===== src/rtl/load_store_unit_if.sv =====
// Bus bundle for the load/store unit.
//   Request side  : req_valid/req_ready handshake with store flag, access size,
//                   unsigned flag, byte address and store data.
//   Memory side   : word index, one-cycle write enable, write data, read data
//                   (read data valid the cycle after the index is sampled).
//   Response side : resp_valid/resp_ready handshake with extended load data and
//                   an error flag.
// The unit itself connects through the slave modport; the environment (execute
// stage, memory, writeback, or a testbench) uses the master modport.
interface load_store_unit_if;
  logic        req_valid;
  logic        req_ready;
  logic        req_store;
  logic [1:0]  req_size;
  logic        req_unsigned;
  logic [31:0] req_addr;
  logic [31:0] req_wdata;

  logic [31:0] mem_addr;
  logic        mem_we;
  logic [31:0] mem_wdata;
  logic [31:0] mem_rdata;

  logic        resp_valid;
  logic        resp_ready;
  logic [31:0] resp_data;
  logic        resp_err;

  modport slave (
    input  req_valid, req_store, req_size, req_unsigned, req_addr, req_wdata,
    input  mem_rdata, resp_ready,
    output req_ready, mem_addr, mem_we, mem_wdata,
    output resp_valid, resp_data, resp_err
  );

  modport master (
    output req_valid, req_store, req_size, req_unsigned, req_addr, req_wdata,
    output mem_rdata, resp_ready,
    input  req_ready, mem_addr, mem_we, mem_wdata,
    input  resp_valid, resp_data, resp_err
  );
endinterface


===== src/rtl/load_store_unit.sv =====
// Memory-access stage between execute and a word-addressed data memory.
// Accepts one load/store per request handshake, converts the byte address to a
// word index, performs sub-word stores as read-modify-write (the memory has no
// byte enables), aligns and extends load data, and returns a response over a
// valid/ready handshake.
// Ports:
//   clk    : system clock, all state updates on posedge
//   reset  : asynchronous, active-high reset
//   bus    : load_store_unit_if.slave (request, memory and response signals)
// All bus outputs are registered except req_ready, which is high only in IDLE.
module load_store_unit #(
  parameter int ADDR_WORDS = 256
) (
  input  logic                  clk,
  input  logic                  reset,
  load_store_unit_if.slave      bus
);

  typedef enum logic [2:0] {
    S_IDLE,
    S_RD,
    S_RWAIT,
    S_WR,
    S_RESP
  } state_e;

  localparam logic [1:0] SZ_BYTE = 2'b00;
  localparam logic [1:0] SZ_HALF = 2'b01;
  localparam logic [1:0] SZ_WORD = 2'b10;

  state_e      state_q, state_d;
  logic        store_q, store_d;
  logic [1:0]  size_q, size_d;
  logic        uns_q, uns_d;
  logic [1:0]  lane_q, lane_d;
  logic [31:0] wdata_q, wdata_d;
  logic [31:0] mem_addr_q, mem_addr_d;
  logic        mem_we_q, mem_we_d;
  logic [31:0] mem_wdata_q, mem_wdata_d;
  logic        resp_valid_q, resp_valid_d;
  logic [31:0] resp_data_q, resp_data_d;
  logic        resp_err_q, resp_err_d;

  logic        req_err;

  // Select the addressed lane of a memory word and sign/zero-extend it.
  function automatic logic [31:0] extend_load(input logic [31:0] word,
                                              input logic [1:0]  size,
                                              input logic [1:0]  lane,
                                              input logic        is_uns);
    logic [7:0]  b;
    logic [15:0] h;
    logic [31:0] r;
    b = word[{lane, 3'b000} +: 8];
    h = lane[1] ? word[31:16] : word[15:0];
    case (size)
      SZ_BYTE: r = is_uns ? {24'h0, b} : {{24{b[7]}}, b};
      SZ_HALF: r = is_uns ? {16'h0, h} : {{16{h[15]}}, h};
      default: r = word;
    endcase
    return r;
  endfunction

  // Replace the addressed lane of the old memory word with the store data LSBs.
  function automatic logic [31:0] merge_store(input logic [31:0] old_word,
                                              input logic [31:0] st_data,
                                              input logic [1:0]  size,
                                              input logic [1:0]  lane);
    logic [31:0] r;
    r = old_word;
    case (size)
      SZ_BYTE: r[{lane, 3'b000} +: 8] = st_data[7:0];
      SZ_HALF: begin
        if (lane[1]) r[31:16] = st_data[15:0];
        else         r[15:0]  = st_data[15:0];
      end
      default: r = st_data;
    endcase
    return r;
  endfunction

  // Misaligned, illegal size, or word index beyond the memory.
  always_comb begin
    req_err = 1'b0;
    case (bus.req_size)
      SZ_HALF: req_err = bus.req_addr[0];
      SZ_WORD: req_err = (bus.req_addr[1:0] != 2'b00);
      SZ_BYTE: req_err = 1'b0;
      default: req_err = 1'b1;
    endcase
    if ({2'b00, bus.req_addr[31:2]} >= 32'(ADDR_WORDS)) req_err = 1'b1;
  end

  // NOTE: every signal driven here gets a default first, so no path leaves a
  // value unassigned and no latch is inferred.
  always_comb begin
    state_d      = state_q;
    store_d      = store_q;
    size_d       = size_q;
    uns_d        = uns_q;
    lane_d       = lane_q;
    wdata_d      = wdata_q;
    mem_addr_d   = mem_addr_q;
    mem_we_d     = 1'b0;
    mem_wdata_d  = mem_wdata_q;
    resp_valid_d = resp_valid_q;
    resp_data_d  = resp_data_q;
    resp_err_d   = resp_err_q;

    case (state_q)
      S_IDLE: begin
        if (bus.req_valid) begin
          store_d = bus.req_store;
          size_d  = bus.req_size;
          uns_d   = bus.req_unsigned;
          lane_d  = bus.req_addr[1:0];
          wdata_d = bus.req_wdata;
          if (req_err) begin
            resp_valid_d = 1'b1;
            resp_err_d   = 1'b1;
            resp_data_d  = 32'h0;
            state_d      = S_RESP;
          end else if (bus.req_store && bus.req_size == SZ_WORD) begin
            mem_addr_d  = {2'b00, bus.req_addr[31:2]};
            mem_wdata_d = bus.req_wdata;
            mem_we_d    = 1'b1;
            state_d     = S_WR;
          end else begin
            mem_addr_d = {2'b00, bus.req_addr[31:2]};
            state_d    = S_RD;
          end
        end
      end
      S_RD: state_d = S_RWAIT;
      S_RWAIT: begin
        if (store_q) begin
          mem_wdata_d = merge_store(bus.mem_rdata, wdata_q, size_q, lane_q);
          mem_we_d    = 1'b1;
          state_d     = S_WR;
        end else begin
          resp_data_d  = extend_load(bus.mem_rdata, size_q, lane_q, uns_q);
          resp_err_d   = 1'b0;
          resp_valid_d = 1'b1;
          state_d      = S_RESP;
        end
      end
      S_WR: begin
        resp_data_d  = 32'h0;
        resp_err_d   = 1'b0;
        resp_valid_d = 1'b1;
        state_d      = S_RESP;
      end
      S_RESP: begin
        if (bus.resp_ready) begin
          resp_valid_d = 1'b0;
          state_d      = S_IDLE;
        end
      end
      default: state_d = S_IDLE;
    endcase
  end

  // NOTE: sequential state uses non-blocking assignments so every register
  // samples its pre-edge value, independent of statement order.
  // NOTE: reset clears every register, including the captured request, so an
  // aborted read-modify-write leaves nothing pending and mem_we drops at once.
  always_ff @(posedge clk or posedge reset) begin
    if (reset) begin
      state_q      <= S_IDLE;
      store_q      <= 1'b0;
      size_q       <= 2'b00;
      uns_q        <= 1'b0;
      lane_q       <= 2'b00;
      wdata_q      <= 32'h0;
      mem_addr_q   <= 32'h0;
      mem_we_q     <= 1'b0;
      mem_wdata_q  <= 32'h0;
      resp_valid_q <= 1'b0;
      resp_data_q  <= 32'h0;
      resp_err_q   <= 1'b0;
    end else begin
      state_q      <= state_d;
      store_q      <= store_d;
      size_q       <= size_d;
      uns_q        <= uns_d;
      lane_q       <= lane_d;
      wdata_q      <= wdata_d;
      mem_addr_q   <= mem_addr_d;
      mem_we_q     <= mem_we_d;
      mem_wdata_q  <= mem_wdata_d;
      resp_valid_q <= resp_valid_d;
      resp_data_q  <= resp_data_d;
      resp_err_q   <= resp_err_d;
    end
  end

  assign bus.req_ready  = (state_q == S_IDLE);
  assign bus.mem_addr   = mem_addr_q;
  assign bus.mem_we     = mem_we_q;
  assign bus.mem_wdata  = mem_wdata_q;
  assign bus.resp_valid = resp_valid_q;
  assign bus.resp_data  = resp_data_q;
  assign bus.resp_err   = resp_err_q;

endmodule


===== src/flat_wrapper.sv =====
// flat-port wrapper written by rule: the top's interface ports become plain ports
module load_store_unit_flat 
#(
  parameter int ADDR_WORDS = 256
)
  (clk, reset, bus_req_valid, bus_req_store, bus_req_size, bus_req_unsigned, bus_req_addr, bus_req_wdata, bus_mem_rdata, bus_resp_ready, bus_req_ready, bus_mem_addr, bus_mem_we, bus_mem_wdata, bus_resp_valid, bus_resp_data, bus_resp_err);
  load_store_unit_if bus_i ();
  input  logic clk;
  input  logic reset;
  input wire logic [$bits(bus_i.req_valid)-1:0] bus_req_valid;
  input wire logic [$bits(bus_i.req_store)-1:0] bus_req_store;
  input wire logic [$bits(bus_i.req_size)-1:0] bus_req_size;
  input wire logic [$bits(bus_i.req_unsigned)-1:0] bus_req_unsigned;
  input wire logic [$bits(bus_i.req_addr)-1:0] bus_req_addr;
  input wire logic [$bits(bus_i.req_wdata)-1:0] bus_req_wdata;
  input wire logic [$bits(bus_i.mem_rdata)-1:0] bus_mem_rdata;
  input wire logic [$bits(bus_i.resp_ready)-1:0] bus_resp_ready;
  output wire logic [$bits(bus_i.req_ready)-1:0] bus_req_ready;
  output wire logic [$bits(bus_i.mem_addr)-1:0] bus_mem_addr;
  output wire logic [$bits(bus_i.mem_we)-1:0] bus_mem_we;
  output wire logic [$bits(bus_i.mem_wdata)-1:0] bus_mem_wdata;
  output wire logic [$bits(bus_i.resp_valid)-1:0] bus_resp_valid;
  output wire logic [$bits(bus_i.resp_data)-1:0] bus_resp_data;
  output wire logic [$bits(bus_i.resp_err)-1:0] bus_resp_err;
  assign bus_i.req_valid = bus_req_valid;
  assign bus_i.req_store = bus_req_store;
  assign bus_i.req_size = bus_req_size;
  assign bus_i.req_unsigned = bus_req_unsigned;
  assign bus_i.req_addr = bus_req_addr;
  assign bus_i.req_wdata = bus_req_wdata;
  assign bus_i.mem_rdata = bus_mem_rdata;
  assign bus_i.resp_ready = bus_resp_ready;
  assign bus_req_ready = bus_i.req_ready;
  assign bus_mem_addr = bus_i.mem_addr;
  assign bus_mem_we = bus_i.mem_we;
  assign bus_mem_wdata = bus_i.mem_wdata;
  assign bus_resp_valid = bus_i.resp_valid;
  assign bus_resp_data = bus_i.resp_data;
  assign bus_resp_err = bus_i.resp_err;
  load_store_unit #(.ADDR_WORDS(ADDR_WORDS)) u_core (.clk(clk), .reset(reset), .bus(bus_i));
endmodule

===== config.mk =====
export PLATFORM = sky130hd
export DESIGN_NAME = load_store_unit_flat
export DESIGN_NICKNAME = d
export VERILOG_FILES = /design/src/rtl/load_store_unit_if.sv /design/src/rtl/load_store_unit.sv /design/src/flat_wrapper.sv
export SDC_FILE = /design/constraint.sdc
export NUM_CORES = 1
export LEC_CHECK = 0
export CORE_MARGIN = 5
export CORE_UTILIZATION = 43
export CTS_CLUSTER_SIZE = 16
export DETAILED_ROUTE_END_ITERATION = 12
export HOLD_SLACK_MARGIN = 0.05
export PLACE_DENSITY = 0.75
export SYNTH_ARGS = -nofsm -noshare
export SYNTH_HDL_FRONTEND = slang
export SYNTH_SLANG_ARGS = --single-unit

===== constraint.sdc =====
create_clock -name clk -period 4.1 [get_ports clk]
set_clock_uncertainty 0.1 [all_clocks]
set_input_delay 0.41 -clock clk [delete_from_list [all_inputs] [get_ports clk]]
set_output_delay 0.41 -clock clk [all_outputs]
set_load 0.01 [all_outputs]

==> results.json, run 1 <==
{
  "hold_class": "flop to flop",
  "worstMarginPinSlew_ns": 1.17,
  "overflow": 0,
  "yosys_warnings": 0,
  "final_cell_mix": "clkdlybuf4s50_1, dfrtp_1, mux2_2, nand2_1, nor2_1",
  "synthCells": 625,
  "power_switching_uw": 1110,
  "setup_viol": 0,
  "start_util_pct": 43.9,
  "r2r_end": "u_core.bus.mem_wdata[16]$_DFFE_PP0P_",
  "hold_buffers": 0,
  "synth_edf_count": 0,
  "drv_cap": 0,
  "worstHoldStart": "u_core.bus.mem_addr[24]$_DFFE_PP0P_",
  "gp_congestion": 0.871,
  "max_stage_delay_ns": 0.95,
  "crit_fanout": 10,
  "grt_max_degree": 51,
  "fp.dieH_um": 138,
  "slew-limit-headroom_pct": 21.7,
  "track_usage_pct": 23.6,
  "r2r_start": "u_core.lane_q[0]$_DFFE_PP0P_",
  "dieArea_sq_mm": 0.0189,
  "p_per_area_mw_per_mm2": 404,
  "min_to": "u_core.bus.mem_addr[24]$_DFFE_PP0P_",
  "wl_per_cell_um": 21.4,
  "power.share.clock_pct": 42.8,
  "setup-tns-final_ns": 0,
  "ys_ff_latch": 138,
  "crit_chain": "inv_1 -> ha_1 -> nor2b_1 -> a211oi_1 -> a221oi_1 -> o22ai_1 -> mux2_4",
  "status": "completed",
  "grt_pass1_vias": 6137,
  "path_buf_inv": 1,
  "post_cts_resized": 0,
  "boundaryPins": 204,
  "num_antenna_cells": 0,
  "cp_top_family": "compound AO/OA/AOI/OAI gates",
  "irDropWorstVdd_mv": 0.331,
  "path_class": "flop to flop",
  "fin_crit_sh_pct": 68.9,
  "clk_pin_slew_ns": 0.06,
  "wirelength_mm": 22.2,
  "place_ws_ns": 0.890,
  "reg2reg_depth": 7,
  "rsz0062_at_grt": "false",
  "cp-start-kind": "flop",
  "ant_nets": 0,
  "grt_pass1_wl_mm": 33.9,
  "drtIter0Drc": 500,
  "via_per_inst": 5.72,
  "r2r_setup_slack_ns": 1.28,
  "cts_htree_levels": 4,
  "synth-main-ff-cell": "dfrtp_1",
  "finalHoldViolations": 0,
  "p_leak_uw": 0.00445,
  "vias": 5934,
  "placed_area_sq_mm": 0.00916,
  "required_ns": 4.36,
  "final_common_cell": "clkdlybuf4s50_1",
  "power_uw": 3960,
  "clock_latency_ns": 0.42,
  "min_period_ns": 2.82,
  "netlist_area_sq_mm": 0.00699,
  "setup_ws_ns": 1.28,
  "post_cts_buffers": 0,
  "std_cell_rows": 46,
  "die_w_um": 138,
  "fin_area_sq_mm": 0.00981,
  "cts_root_buf": "clkbuf_16",
  "cts_sinks": 138,
  "remaining_drc_errors": 0,
  "pwr-share-seq_pct": 39.2,
  "crit_arrival_ns": 3.09,
  "holdPathStages": 1,
  "cp_slowest_cell": "a211oi_1",
  "dp_hpwl_mm": 16.3,
  "nets": 918,
  "antenna_found_initial": 0,
  "max_freq_ghz": 0.354,
  "synth.distinct_cells": 51,
  "synth_area_per_cell_sq_um": 11.2,
  "clockBufferDepth": 2,
  "cts_tree": "yes",
  "core_area_sq_mm": 0.0159,
  "power_frac_comb_pct": 18.0,
  "drv_slew": 0,
  "cp-end-kind": "flop",
  "sw_frac_of_total_pct": 28.0,
  "drive_above_1_share_pct": 18.2,
  "syn2layout_area_growth_pct": 40.3,
  "p_int_uw": 2850,
  "async_reset_ff_share_pct": 100,
  "synth_seq_area_share_pct": 49.4,
  "numCtsBuffers": 17,
  "port_buffers": 201,
  "drtPass1Iterations": 6
}
through the flow:
stage / cells / hold WS (ns) / util, %
2_1_floorplan: 626 / 0.381 / -
3_3_place_gp: 1006 / 0.366 / 57.5
3_5_place_dp: 1006 / 0.366 / 57.5
4_1_cts: 1038 / 0.389 / 61.5
5_1_grt: 1038 / 0.407 / 61.5
6_report: 1038 / 0.389 / 61.5
Yosys cell counts (7+ instances only):
cell type | count | area share, %
mux2_4 | 23 | 4.9
inv_1 | 9 | 0.48
clkbuf_1 | 28 | 1.5
a222oi_1 | 8 | 1.1
a221oi_1 | 35 | 4.4
and2_1 | 24 | 2.1
nor3_1 | 8 | 0.57
nand2_1 | 73 | 3.9
o22ai_1 | 18 | 1.6
mux2i_1 | 11 | 1.6
nor2_1 | 44 | 2.4
o211a_1 | 7 | 1.0
a211o_1 | 9 | 1.1
buf_1 | 7 | 0.38
o21ai_0 | 23 | 1.6
dfrtp_1 | 138 | 49
mux2_2 | 76 | 12
a21oi_1 | 13 | 0.93
worst max-delay path by stage:
stage,start,to,slack [ns],depth (start not counted)
2_1_floorplan,u_core.lane_q[1]$_DFFE_PP0P_,u_core.bus.mem_wdata[30]$_DFFE_PP0P_,1.69,9
3_3_place_gp,bus_req_addr[11],u_core.bus.mem_wdata[13]$_DFFE_PP0P_,0.93,6
3_5_place_dp,bus_req_addr[22],u_core.bus.mem_wdata[13]$_DFFE_PP0P_,0.89,6
4_1_cts,u_core.lane_q[0]$_DFFE_PP0P_,u_core.bus.mem_wdata[16]$_DFFE_PP0P_,1.31,7
5_1_grt,u_core.lane_q[0]$_DFFE_PP0P_,u_core.bus.mem_wdata[17]$_DFFE_PP0P_,1.16,7
6_report,u_core.lane_q[0]$_DFFE_PP0P_,u_core.bus.mem_wdata[16]$_DFFE_PP0P_,1.28,7
logic make-up (layout without fill, tap and decap cells):
kind of cell / Yosys count / count (layout) / synth area share [%]
simple gates: 176 / 176 / 11.8
fa+ha+maj: 5 / 5 / 0.894
compound gates: 132 / 132 / 14.1
flops: 138 / 138 / 49.4
other cells: 1 / 2 / 0.0536
mux: 117 / 117 / 20.0
buf+inv: 56 / 252 / 3.77
power by group through the flow:
stage | registers, uW | clock network, uW | logic, uW
after global placement | 1570 | 0 | 683
after CTS | 1550 | 1720 | 707
after floorplan | 1530 | 0 | 459
final | 1560 | 1700 | 713
after detailed placement | 1570 | 0 | 700
after global routing | 1560 | 1780 | 769
sequential cells by signal (all words and copies together) (netlist names):
| register | cells |
|---|---|
| u_core.bus.resp_data | 32 |
| u_core.uns_q | 1 |
| u_core.state_q | 3 |
| u_core.size_q | 2 |
| u_core.bus.resp_valid | 1 |
| u_core.bus.mem_addr | 30 |
| u_core.store_q | 1 |
| u_core.bus.mem_we | 1 |
| u_core.lane_q | 2 |
| u_core.bus.mem_wdata | 32 |
| u_core.bus.resp_err | 1 |
| u_core.wdata_q | 32 |
area by class of cell:
class / count / area (sq um)
timing repair buffer: 211 / 2110
clock inverter: 15 / 221
inverter: 9 / 37.5
tap: 216 / 270
fill: 1289 / 6130
multi-input combinational: 432 / 3290
sequential: 138 / 3450
clock buffer: 17 / 425
metal layers:
layer  GRT usage, %  vias up  share of wire (%)
li1               -     2657                  -
met1           29.9     2910                 39
met2           38.8      321                 49
met3           6.50       46                9.3
met4           8.65        0                2.9
met5              0        -                  0
(Power assumes the default switching activity.)
==> inputs of run 2 (changes only) <==
--- a/config.mk
+++ b/config.mk
@@ -6,11 +6,11 @@
 export NUM_CORES = 1
 export LEC_CHECK = 0
 export CORE_MARGIN = 5
-export CORE_UTILIZATION = 43
+export CORE_UTILIZATION = 48
 export CTS_CLUSTER_SIZE = 16
 export DETAILED_ROUTE_END_ITERATION = 12
 export HOLD_SLACK_MARGIN = 0.05
-export PLACE_DENSITY = 0.75
+export PLACE_DENSITY = 0.79
 export SYNTH_ARGS = -nofsm -noshare
 export SYNTH_HDL_FRONTEND = slang
 export SYNTH_SLANG_ARGS = --single-unit
==> constraint.sdc (replaced) <==
create_clock -name clk -period 2.81 [get_ports clk]
set_clock_uncertainty 0.1 [all_clocks]
set_input_delay 0.281 -clock clk [delete_from_list [all_inputs] [get_ports clk]]
set_output_delay 0.281 -clock clk [all_outputs]
set_load 0.01 [all_outputs]
==> run 2 against run 1 <==
Against the previous run: die area decreased by 9.7%; routed wire length decreased by 0.23%; global-route usage increased by 2.8 points; utilization increased by 7.1 points; cell area increased by 0.96%; critical endpoint is now u_core.bus.mem_wdata[27]$_DFFE_PP0P_; first-iteration DRC count increased by 9.0%; count of clock-buffer cells in the layout increased by 3; setup slack got worse by 1.1 ns; largest cell class unchanged; combinational power increased by 50%; flip-flop and latch count unchanged; worst hold slack got worse by 0.16 ns; non-clock buffer count increased by 10.
==> results.json, run 2 (synthesized netlist as in run 1, its figures left out) <==
{
  "num_antenna_cells": 0,
  "hold_class": "input port to async pin",
  "clock_latency_ns": 0.42,
  "post_cts_buffers": 0,
  "setup-tns-final_ns": 0,
  "reg2reg_depth": 8,
  "cts_root_buf": "clkbuf_16",
  "fp.dieH_um": 131,
  "min_period_ns": 2.62,
  "worstMarginPinSlew_ns": 0.975,
  "grt_pass1_wl_mm": 34.2,
  "r2r_setup_slack_ns": 0.19,
  "via_per_inst": 5.94,
  "std_cell_rows": 44,
  "status": "completed",
  "clockBufferDepth": 2,
  "numCtsBuffers": 17,
  "wl_per_cell_um": 21.8,
  "cts_sinks": 138,
  "clk_pin_slew_ns": 0.06,
  "cp-end-kind": "flop",
  "drtIter0Drc": 545,
  "start_util_pct": 48.5,
  "antenna_found_initial": 0,
  "max_freq_ghz": 0.381,
  "drtPass1Iterations": 8,
  "final_common_cell": "clkdlybuf4s50_1",
  "boundaryPins": 204,
  "ant_nets": 0,
  "p_leak_uw": 0.00452,
  "overflow": 0,
  "cts_htree_levels": 4,
  "crit_fanout": 10,
  "gp_congestion": 0.960,
  "crit_arrival_ns": 2.88,
  "vias": 6040,
  "pwr-share-seq_pct": 38.6,
  "required_ns": 3.07,
  "die_w_um": 131,
  "wirelength_mm": 22.1,
  "power.share.clock_pct": 43.1,
  "irDropWorstVdd_mv": 0.466,
  "p_per_area_mw_per_mm2": 594,
  "track_usage_pct": 26.4,
  "fin_crit_sh_pct": 93.3,
  "cp_slowest_cell": "dfrtp_1",
  "sw_frac_of_total_pct": 26.7,
  "drv_cap": 0,
  "crit_chain": "inv_1 -> ha_1 -> nor4bb_1 -> buf_4 -> a221oi_1 -> a211o_1 -> a21oi_1 -> mux2_4",
  "dieArea_sq_mm": 0.0171,
  "setup_viol": 0,
  "nets": 928,
  "nFillCells": 1042,
  "max_stage_delay_ns": 0.51,
  "p_int_uw": 4320,
  "cp-start-kind": "flop",
  "slew-limit-headroom_pct": 34.5,
  "drv_slew": 0,
  "core_area_sq_mm": 0.0144,
  "grt_pass1_vias": 6237,
  "power_switching_uw": 1570,
  "path_class": "flop to flop",
  "drive_above_1_share_pct": 19.2,
  "remaining_drc_errors": 0,
  "syn2layout_area_growth_pct": 41.6,
  "hold_ws_ns": 0.230,
  "grt_max_degree": 56,
  "dp_hpwl_mm": 16.1,
  "finalHoldViolations": 0,
  "power_frac_comb_pct": 18.3,
  "port_buffers": 201,
  "cts_tree": "yes",
  "final_cell_mix": "clkdlybuf4s50_1, dfrtp_1, mux2_2, nand2_1, nor2_1",
  "rsz0062_at_grt": "false"
}
## run 2: per-stage QoR
| stage | cell area (sq um) | setup slack, ns | std cells | utilization, % | power [uW] |
|---|---|---|---|---|---|
| after floorplan | 7000 | 0.404 | 626 | - | 2900 |
| after global placement | 9220 | 0.0799 | 984 | 63.9 | 3300 |
| after detailed placement | 9220 | 0.0177 | 984 | 63.9 | 3350 |
| after CTS | 9900 | 0.234 | 1016 | 68.6 | 5890 |
| after global routing | 9900 | 0.0256 | 1016 | 68.7 | 6090 |
| final | 9900 | 0.187 | 1016 | 68.7 | 5890 |
## run 2: final timing paths
check | from | end
setup / recovery | u_core.lane_q[0]$_DFFE_PP0P_ | u_core.bus.mem_wdata[27]$_DFFE_PP0P_
hold / removal | reset | u_core.bus.mem_addr[11]$_DFFE_PP0P_
setup reg to reg | u_core.lane_q[0]$_DFFE_PP0P_ | u_core.bus.mem_wdata[27]$_DFFE_PP0P_
hold reg to reg | u_core.bus.mem_addr[24]$_DFFE_PP0P_ | u_core.bus.mem_addr[24]$_DFFE_PP0P_
max in group asynchronous | reset | u_core.bus.mem_wdata[17]$_DFFE_PP0P_
min in group clk | bus_req_unsigned | u_core.uns_q$_DFFE_PP0P_
## run 2: per-layer routing
layer	track usage [%]	up-vias	wire, um
met5	0	-	0
met4	12.8	0	871
met3	8.13	71	2340
met2	41.2	362	10400
met1	33.5	2922	8540
li1	-	2685	-
## run 2: repair_timing
item                                    in CTS  in global routing
endpoints found under the setup margin       0                  8
gates resized for setup                      0                  1
hold buffers                                 0                  0
## run 2: power by group through the flow
stage | Combinational (uW) | Clock (uW) | Sequential, uW
after CTS | 1060 | 2570 | 2270
after detailed placement | 1050 | 0 | 2300
final | 1070 | 2540 | 2270
after global routing | 1150 | 2660 | 2280
after floorplan | 669 | 0 | 2230
after global placement | 1020 | 0 | 2290
## run 2: cell type report
class	count	area, sq um	area share, %
Clock inverter	12	219	2.21
Tap cell	184	230	2.32
Sequential cell	138	3450	34.9
Inverter	9	37.5	0.379
Timing Repair Buffer	221	2210	22.3
Clock buffer	20	457	4.61
Multi-Input combinational cell	432	3300	33.3
## run 2: critical path, delay by kind of cell (launching register included)
family,cells,cell delay (ns)
AO/OA/AOI/OAI,3,0.59
flip-flops,1,0.51
AND/OR/NAND/NOR,1,0.43
buffers and inverters,2,0.38
adder cells (fa/ha/maj),1,0.37
multiplexers,1,0.18
==> inputs of run 3 (changes only) <==
==> constraint.sdc (replaced) <==
create_clock -name clk -period 2.81 [get_ports clk]
set_clock_uncertainty 0.1 [all_clocks]
set_input_delay 0.4215 -clock clk [delete_from_list [all_inputs] [get_ports clk]]
set_output_delay 0.4215 -clock clk [all_outputs]
set_load 0.01 [all_outputs]
==> run 3 against run 2 <==
Against the previous run: clock power is 3% lower; cell count increased by 0.59%; maximum frequency increased by 2.2%; routed wire length rose by 1.0%; utilization is 0.29 points higher; die area unchanged; via count up 1.5%; cell area increased by 0.42%; worst hold slack improved by 0.034 ns; sequential power hardly changed; largest power group unchanged; highest routed layer unchanged.
==> results.json, run 3 (synthesized netlist as in run 1, its figures left out) <==
{
  "die_w_um": 131,
  "place_ws_ns": -0.0633,
  "dp_hpwl_mm": 16.5,
  "via_per_inst": 6.00,
  "path_class": "flop to flop",
  "power_frac_comb_pct": 18.7,
  "groute.layer.met2.usage_pct": 42.6,
  "p_leak_uw": 0.00455,
  "drv_slew": 0,
  "boundaryPins": 204,
  "power_switching_uw": 1550,
  "overflow": 0,
  "grt_pass1_vias": 6161,
  "final_cell_mix": "clkdlybuf4s50_1, dfrtp_1, mux2_2, nand2_1, nor2_1",
  "drtIter0Drc": 739,
  "clockBufferDepth": 2,
  "pwr-share-seq_pct": 39.1,
  "crit_fanout": 10,
  "nFillCells": 1061,
  "vias": 6129,
  "slew-limit-headroom_pct": 31.8,
  "cp-end-kind": "flop",
  "p_int_uw": 4270,
  "nets": 934,
  "setup_viol": 0,
  "port_buffers": 201,
  "sw_frac_of_total_pct": 26.7,
  "drive_above_1_share_pct": 19.7,
  "finalHoldViolations": 0,
  "numCtsBuffers": 17,
  "crit_arrival_ns": 2.82,
  "syn2layout_area_growth_pct": 42.2,
  "drv_cap": 0,
  "setup-tns-final_ns": 0,
  "r2r_setup_slack_ns": 0.24,
  "dieArea_sq_mm": 0.0171,
  "busiest_layer": "met2",
  "cts_sinks": 138,
  "irDropWorstVdd_mv": 0.387,
  "num_antenna_cells": 0,
  "clock_latency_ns": 0.42,
  "final_common_cell": "clkdlybuf4s50_1",
  "track_usage_pct": 26.5,
  "fin_crit_sh_pct": 91.3,
  "required_ns": 3.07,
  "wl_per_cell_um": 21.9,
  "p_per_area_mw_per_mm2": 585,
  "cts_root_buf": "clkbuf_16",
  "clk_pin_slew_ns": 0.06,
  "cts_htree_levels": 4,
  "utilization_pct": 69.0,
  "start_util_pct": 48.5,
  "max_freq_ghz": 0.390,
  "cts_tree": "yes",
  "core_area_sq_mm": 0.0144,
  "grt_max_degree": 54,
  "min_period_ns": 2.57,
  "met3_usage_pct": 7.72,
  "setup_ws_ns": 0.243,
  "fp.dieH_um": 131,
  "gp_congestion": 0.920,
  "antenna_found_initial": 0,
  "wirelength_mm": 22.4,
  "status": "completed",
  "grt_pass1_wl_mm": 34.4,
  "cp-start-kind": "flop",
  "ant_nets": 0,
  "hold_class": "input port to async pin",
  "power.share.clock_pct": 42.2,
  "std_cell_rows": 44,
  "grt_use_met1_pct": 34.1,
  "worstMarginPinSlew_ns": 1.02,
  "drtPass1Iterations": 6,
  "remaining_drc_errors": 0,
  "rsz0062_at_grt": "false"
}
## run 3: worst paths after layout
path,cells after the start,from,to
setup / recovery,8,u_core.lane_q[0]$_DFFE_PP0P_,u_core.bus.mem_wdata[26]$_DFFE_PP0P_
hold / removal,2,reset,u_core.bus.mem_addr[14]$_DFFE_PP0P_
setup reg to reg,8,u_core.lane_q[0]$_DFFE_PP0P_,u_core.bus.mem_wdata[26]$_DFFE_PP0P_
hold reg to reg,1,u_core.bus.resp_valid$_DFFE_PP0P_,u_core.bus.resp_valid$_DFFE_PP0P_
max in group asynchronous,3,reset,u_core.bus.mem_wdata[20]$_DFFE_PP0P_
min in group clk,1,u_core.bus.resp_valid$_DFFE_PP0P_,u_core.bus.resp_valid$_DFFE_PP0P_
## run 3: repair_timing
action                     4_1_cts  5_1_grt
gates resized for setup          0        1
setup endpoints to repair        0        1
setup buffers                    0        0
hold buffers                     0        0
## run 3: stage by stage
| step | area [sq um] | hold slack, ns | cells | power, uW |
|---|---|---|---|---|
| after global placement | 9280 | 0.368 | 990 | 3330 |
| after detailed placement | 9280 | 0.369 | 990 | 3360 |
| after global routing | 9950 | 0.288 | 1022 | 6020 |
| after floorplan | 7000 | 0.381 | 626 | 2900 |
| after CTS | 9940 | 0.263 | 1022 | 5820 |
| final | 9950 | 0.264 | 1022 | 5820 |
## run 3: power groups by stage
stage	clock network [uW]	registers, uW	logic, uW
floorplan	0	2230	669
global placement	0	2290	1030
detailed placement	0	2300	1060
CTS	2480	2270	1070
global route	2570	2280	1160
finish	2460	2280	1090
## run 3: layer usage
layer,wire [um],vias up
met2,10500,358
met3,2230,63
met1,8900,3013
li1,-,2695
met5,0,-
met4,736,0
## run 3: final cells by class
| type | count | area (sq um) | share of cell area [%] |
|---|---|---|---|
| Sequential cell | 138 | 3450 | 34.7 |
| Multi-Input combinational cell | 432 | 3300 | 33.1 |
| Timing Repair Buffer | 227 | 2270 | 22.8 |
| Clock buffer | 26 | 529 | 5.32 |
| Tap cell | 184 | 230 | 2.31 |
| Clock inverter | 6 | 130 | 1.31 |
| Inverter | 9 | 37.5 | 0.377 |
## run 3: worst max-delay path, stage by stage (launching register included)
cell and delay (ns):
dfrtp_1 0.51, inv_1 0.15, ha_1 0.36, nor4bb_1 0.38
buf_4 0.23, a221oi_1 0.08, a211o_1 0.32, a21oi_1 0.20
mux2_4 0.18
